`config.mk`:
```
export PLATFORM = sky130hd
export DESIGN_NAME = alu_flat
export DESIGN_NICKNAME = d
export VERILOG_FILES = /design/src/rtl/alu_if.sv /design/src/rtl/alu.sv /design/src/flat_wrapper.sv
export SDC_FILE = /design/constraint.sdc
export NUM_CORES = 1
export LEC_CHECK = 0
export CORE_UTILIZATION = 59
export DETAILED_ROUTE_END_ITERATION = 6
export GPL_ROUTABILITY_DRIVEN = 0
export GPL_TIMING_DRIVEN = 0
export PLACE_DENSITY = 0.95
export REMOVE_ABC_BUFFERS = 1
export SETUP_SLACK_MARGIN = 0.15
export SYNTH_ARGS = -nofsm -noshare
export SYNTH_HDL_FRONTEND = slang
export SYNTH_SLANG_ARGS = --single-unit
```
`constraint.sdc`:
```
create_clock -name clk -period 1.2 [get_ports clk]
set_input_delay 0.36 -clock clk [delete_from_list [all_inputs] [get_ports clk]]
set_output_delay 0.36 -clock clk [all_outputs]
set_load 0.005 [all_outputs]
```
`src/rtl/alu_if.sv`:
```
// Operand/result bundle between the datapath registers and the registered ALU.
interface alu_if #(
    parameter int WIDTH = 8
);
    logic [WIDTH-1:0] input_A;
    logic [WIDTH-1:0] input_B;
    logic [2:0]       op;
    logic             in_valid;
    logic [WIDTH-1:0] output_S;
    logic             out_valid;
    logic             flag_c;
    logic             flag_z;
    logic             flag_v;
    logic             flag_n;

    modport master (
        output input_A, input_B, op, in_valid,
        input  output_S, out_valid, flag_c, flag_z, flag_v, flag_n
    );

    modport slave (
        input  input_A, input_B, op, in_valid,
        output output_S, out_valid, flag_c, flag_z, flag_v, flag_n
    );
endinterface

```
`src/rtl/alu.sv`:
```
// Registered 8-bit ALU (add/sub/logic/shift/compare) for the vending-machine datapath.
// Latency: 1 clk from an accepted in_valid to output_S/flags and a one-cycle out_valid pulse.
// Backpressure: none; every accepted in_valid yields one out_valid. Optional ALU_SATURATE_EN clamps ADD/SUB.
module alu #(
    parameter int WIDTH = 8
) (
    input logic  clk,
    input logic  reset,
    alu_if.slave bus
);
    typedef enum logic [2:0] {
        OP_ADD = 3'b000,
        OP_SUB = 3'b001,
        OP_AND = 3'b010,
        OP_OR  = 3'b011,
        OP_XOR = 3'b100,
        OP_SHL = 3'b101,
        OP_SHR = 3'b110,
        OP_CMP = 3'b111
    } op_e;

    op_e              op_sel;
    logic [2:0]       amt;
    logic [WIDTH:0]   sum_w;
    logic [WIDTH:0]   diff_w;
    logic [WIDTH:0]   shl_w;
    logic [WIDTH:0]   shr_w;
    logic             a_msb;
    logic             b_msb;
    logic             add_ovf;
    logic             sub_ovf;
    logic [WIDTH-1:0] res_s;
    logic             res_c;
    logic             res_v;

    logic [WIDTH-1:0] s_q;
    logic             vld_q;
    logic             c_q;
    logic             z_q;
    logic             v_q;
    logic             n_q;

    assign op_sel = op_e'(bus.op);
    assign amt    = bus.input_B[2:0];
    assign a_msb  = bus.input_A[WIDTH-1];
    assign b_msb  = bus.input_B[WIDTH-1];

    // Extra top bit carries ADD carry-out and SUB borrow (A<B unsigned).
    assign sum_w  = {1'b0, bus.input_A} + {1'b0, bus.input_B};
    assign diff_w = {1'b0, bus.input_A} - {1'b0, bus.input_B};

    // Shifting through a 9-bit window leaves the last bit shifted out in the guard bit,
    // and a zero shift leaves the guard bit clear.
    assign shl_w  = {1'b0, bus.input_A} << amt;
    assign shr_w  = {bus.input_A, 1'b0} >> amt;

    assign add_ovf = (a_msb == b_msb) && (sum_w[WIDTH-1] != a_msb);
    assign sub_ovf = (a_msb != b_msb) && (diff_w[WIDTH-1] != a_msb);

    always_comb begin
        res_s = '0;
        res_c = 1'b0;
        res_v = 1'b0;
        unique case (op_sel)
            OP_ADD: begin
                res_s = sum_w[WIDTH-1:0];
                res_c = sum_w[WIDTH];
                res_v = add_ovf;
`ifdef ALU_SATURATE_EN
                if (sum_w[WIDTH]) res_s = '1;
`endif
            end
            OP_SUB: begin
                res_s = diff_w[WIDTH-1:0];
                res_c = diff_w[WIDTH];
                res_v = sub_ovf;
`ifdef ALU_SATURATE_EN
                if (diff_w[WIDTH]) res_s = '0;
`endif
            end
            OP_AND: res_s = bus.input_A & bus.input_B;
            OP_OR:  res_s = bus.input_A | bus.input_B;
            OP_XOR: res_s = bus.input_A ^ bus.input_B;
            OP_SHL: begin
                res_s = shl_w[WIDTH-1:0];
                res_c = shl_w[WIDTH];
            end
            OP_SHR: begin
                res_s = shr_w[WIDTH:1];
                res_c = shr_w[0];
            end
            OP_CMP: begin
                res_s = {{(WIDTH-1){1'b0}}, diff_w[WIDTH]};
                res_c = diff_w[WIDTH];
            end
            default: begin
                res_s = '0;
                res_c = 1'b0;
                res_v = 1'b0;
            end
        endcase
    end

    // Z/N come from the value actually registered, so they follow any saturation.
    always_ff @(posedge clk or posedge reset) begin
        if (reset) begin
            s_q   <= '0;
            vld_q <= 1'b0;
            c_q   <= 1'b0;
            z_q   <= 1'b0;
            v_q   <= 1'b0;
            n_q   <= 1'b0;
        end else begin
            vld_q <= bus.in_valid;
            if (bus.in_valid) begin
                s_q <= res_s;
                c_q <= res_c;
                z_q <= (res_s == '0);
                v_q <= res_v;
                n_q <= res_s[WIDTH-1];
            end
        end
    end

    assign bus.output_S  = s_q;
    assign bus.out_valid = vld_q;
    assign bus.flag_c    = c_q;
    assign bus.flag_z    = z_q;
    assign bus.flag_v    = v_q;
    assign bus.flag_n    = n_q;
endmodule

```
`src/flat_wrapper.sv`:
```
// flat-port wrapper written by rule: the top's interface ports become plain ports
module alu_flat 
#(
    parameter int WIDTH = 8
)
  (clk, reset, bus_input_A, bus_input_B, bus_op, bus_in_valid, bus_output_S, bus_out_valid, bus_flag_c, bus_flag_z, bus_flag_v, bus_flag_n);
  alu_if #(.WIDTH(WIDTH)) bus_i ();
  input logic clk;
  input logic reset;
  input wire logic [$bits(bus_i.input_A)-1:0] bus_input_A;
  input wire logic [$bits(bus_i.input_B)-1:0] bus_input_B;
  input wire logic [$bits(bus_i.op)-1:0] bus_op;
  input wire logic [$bits(bus_i.in_valid)-1:0] bus_in_valid;
  output wire logic [$bits(bus_i.output_S)-1:0] bus_output_S;
  output wire logic [$bits(bus_i.out_valid)-1:0] bus_out_valid;
  output wire logic [$bits(bus_i.flag_c)-1:0] bus_flag_c;
  output wire logic [$bits(bus_i.flag_z)-1:0] bus_flag_z;
  output wire logic [$bits(bus_i.flag_v)-1:0] bus_flag_v;
  output wire logic [$bits(bus_i.flag_n)-1:0] bus_flag_n;
  assign bus_i.input_A = bus_input_A;
  assign bus_i.input_B = bus_input_B;
  assign bus_i.op = bus_op;
  assign bus_i.in_valid = bus_in_valid;
  assign bus_output_S = bus_i.output_S;
  assign bus_out_valid = bus_i.out_valid;
  assign bus_flag_c = bus_i.flag_c;
  assign bus_flag_z = bus_i.flag_z;
  assign bus_flag_v = bus_i.flag_v;
  assign bus_flag_n = bus_i.flag_n;
  alu #(.WIDTH(WIDTH)) u_core (.clk(clk), .reset(reset), .bus(bus_i));
endmodule
```
==> results of run 1 <==
## per-stage QoR
step,area (um2),std cells,hold WS [ps],worst slack (ps),setup TNS [ps]
4_1_cts,3310,387,438,-966,-8290
3_3_place_gp,2520,345,470,-2730,-26070
2_1_floorplan,2120,265,225,-1110,-8690
3_5_place_dp,2520,345,475,-2800,-26910
## logic make-up after synthesis
family          Yosys count  share of synthesized area [%]
compound gates           87                           27.9
xor+xnor                  6                           2.38
fa+ha+maj                27                           16.0
buf+inv                  45                           9.00
flops                    12                           13.6
mux                      21                           12.4
simple gates             82                           18.8
## timing repair
action                                  4_1_cts
pin swaps                                    53
buffers inserted                             37
cloned                                        2
endpoints found under the setup margin       25
gates resized for setup                     240
==> metrics.txt, run 1 <==
Synth warnings 0; most frequent cell after synthesis inv_1; error msg [ERROR DPL-0038] Utilization greater than 100%, impossible to legalize; Post-synth top cells inv_1, ha_1, nor2_1; I/O pins 35; Syn Area/Cell between 7 and 8 um2; chip width 63.2 um; chip height 63.2 um; post-synth top area share 14.1%; synthesized netlist cell count 280; PortBufs 34; Post-CTS Hold Buffers 0; post-synthesis sequential area ratio 13.6%; Num CTS Buffers 3; Clock Tree Root clkbuf_8; row count 21; # H-tree levels 1; Crit. endpoint post-GRT repair u_core.bus.flag_z$_DFFE_PP0P_/D; synthesized cell area around 2200 um2; synth top area cells ha_1, dfrtp_1, inv_1, mux2i_1, mux2_2; EDFF count, synth 0; pin count of the biggest net entering global routing 25; outcome aborted with a tool error; post-synth top area cell ha_1; library cells used by synthesis 61; hpwl dp 4440 um; worst ep type register input; synthesized flop and latch total 12; Initial Utilization between 60% and 70%; FFs w/ async S/R, synth 100%; Longest Clk Path Bufs 2; Failed at global routing; ys flop type dfrtp_1; Num Clock Sinks 12
==> run 2, diff against run 1 <==
CORE_UTILIZATION = 40   (was 59)
PLACE_DENSITY = not set   (was 0.95)
PLACE_DENSITY_LB_ADDON = 0.15   (was not set)
SETUP_SLACK_MARGIN = not set   (was 0.15)
==> run 2 against run 1 <==
  * The flow now finishes, with violations (negative setup slack)
  * Area after synthesis unchanged
  * Synthesized cell count unchanged
==> metrics.txt, run 2 <==
most frequent cells in the layout buf_4, nor2_1, nand2_1; # diodes 0; final count of pins violating max slew 0; failing checks negative setup slack; Via Count around 2,600; first-pass GRT wire length 12,400 um; final worst slack -1050 ps; post-synth top area share about 14%; Num Clock Sinks 12; PD cells 696 nW/um2; R2R depth 3; ratio of final minimum period to clock period 188%; synth top area cells ha_1, dfrtp_1, inv_1, mux2i_1, mux2_2; drt first pass iters 5; Max-Cap Viols 0; Fin. Hold Viols 0; synthesized flop and latch total 12; hpwl dp 4740 um; Iter 0 DRT Violations between 200 and 250; setup TNS -8370 ps; ys flop type dfrtp_1; Reg-to-Reg Start u_core.bus.output_S[1]$_DFFE_PP0P_; Max-slew headroom 54.3%; layout cells sized above 1 between 40% and 50%; Initial Utilization 42.5%; fmax 444 MHz; Setup crit start kind input pin; most common cell after layout, fill and taps aside buf_4; Syn Area/Cell between 7 and 8 um2; critical path startpoint bus_input_A[0]; Final Core Density between 60 and 70%; DRC violations left 0; post-synthesis sequential area ratio a little over an eighth; RSZ-0062 raised after global routing yes; Worst IR Drop VDD 0.423 mV; initial antenna violation count 0; critical path capture point type flop; worst skew pair latency 240 ps; # H-tree levels 1; slew at the pin closest to its max-slew limit 685 ps; synthesized cell area 2210 um2; library cells used by synthesis 61; core area 5200 um2; Longest Clk Path Bufs 2; vias in the first global route 2,514; Worst-path clk slew about 50 ps; drt wl/cell around 19 um; PortBufs 34; FFs w/ async S/R, synth 100%; Post-CTS Hold Buffers 0; synth-to-layout area growth 55.6%; CP required 1330 ps; synthesized netlist cell count 280; final setup vio count 12; I/O pins 35; EDFF count, synth 0; Post-synth top cells inv_1, ha_1, nor2_1; Num CTS Buffers 3; row count 26; Pleak 1.45 nW; minimum clock period after layout roughly 2300 ps; max reg flops 7; vias per cell 6.23; Die ar. 5830 um2; Overflow after GRT 0; chip width 76.3 um; Layout Cells excl Fill 414; worst reg-to-reg setup slack 230 ps; Worst Clk Skew 0 ps; dpl ws -2890 ps; WL final between 7000 and 8000 um; # nets final 395; GRT Util Overall 26.2%; post-synth top area cell ha_1; chip height 76.3 um; WS Path Type input pin to flop; pin count of the biggest net entering global routing 25; ANT nets after route 0; placed cell count 369; Hold/Removal Path Class input pin to asynchronous set/reset pin; most frequent cell after synthesis inv_1; crit-path max FO 3; CP arrival 2380 ps; Critical Path End u_core.bus.flag_z$_DFFE_PP0P_; CTS tree done; Synth warnings 0; Clock Tree Root clkbuf_8; R2R Path End u_core.bus.output_S[1]$_DFFE_PP0P_; outcome complete, but fails checks
## run 2: worst min path at each step
| stage | start | endpoint | slack (ps) | cells after the start |
|---|---|---|---|---|
| after global placement | u_core.bus.output_S[0]$_DFFE_PP0P_ | u_core.bus.output_S[0]$_DFFE_PP0P_ | 480 | 2 |
| after floorplan | reset | u_core.bus.flag_c$_DFFE_PP0P_ | 220 | 1 |
| after CTS | reset | u_core.bus.output_S[6]$_DFFE_PP0P_ | 440 | 2 |
| final | reset | u_core.bus.output_S[6]$_DFFE_PP0P_ | 420 | 2 |
| after detailed placement | u_core.bus.flag_z$_DFFE_PP0P_ | u_core.bus.flag_z$_DFFE_PP0P_ | 480 | 2 |
| after global routing | reset | u_core.bus.output_S[6]$_DFFE_PP0P_ | 480 | 2 |
## run 2: layout make-up
cell class	count	area [um2]
fillers	437	1760
clock buffers	3	41.3
inverters	30	130
well taps	70	87.6
repair buffers	76	702
flip-flops and latches	12	300
multi-input cells	223	2180
## run 2: cell families (layout without fill, tap and decap cells)
kind of cell	after synthesis	in the layout	share of synthesized area, %
AO/OA/AOI/OAI	87	87	27.9
AND/OR/NAND/NOR	82	82	18.8
buffers and inverters	45	109	9.00
adder cells (fa/ha/maj)	27	27	16.0
multiplexers	21	21	12.4
flip-flops	12	12	13.6
XOR/XNOR	6	6	2.38
## run 2: critical path: stages
cell and delay [ps]:
buf_8 80, inv_4 30, ha_4 150, fa_2 410
nor3_4 240, o311ai_2 110, a21oi_1 210, o21ai_1 110
a31oi_2 220, o311ai_2 150, o41ai_2 290
## run 2: through the flow
step                      hold WS, ps  instance area, um2  power (mW)
after floorplan                   225                2120        1.08
after global placement            477                2550        1.50
after detailed placement          481                2550        1.51
after CTS                         444                3330        2.29
after global routing              480                3440        2.54
final                             424                3440        2.40
## run 2: per-layer routing
metal	track usage, %	up-vias	wire length, um
li1	-	1160	-
met1	33.3	1257	3190
met2	43.4	129	3650
met3	4.07	32	496
met4	12.1	0	321
met5	0	-	0
## run 2: repair_timing
action / in CTS / in global routing
gates resized for setup: 217 / 34
endpoints found under the setup margin: 24 / 20
gates cloned: 2 / 0
hold endpoints to repair: 0 / 0
pin swaps: 44 / 21
setup buffers: 35 / 7
## run 2: where the power goes
group	switching, mW	leakage (nW)	internal [mW]	total (mW)
clock	0.137	0.0216	0.220	0.357
combinational	0.757	1.28	0.788	1.55
sequential	0.0287	0.148	0.464	0.493
total	0.923	1.45	1.47	2.40
Power figures use the tool's default switching activity.
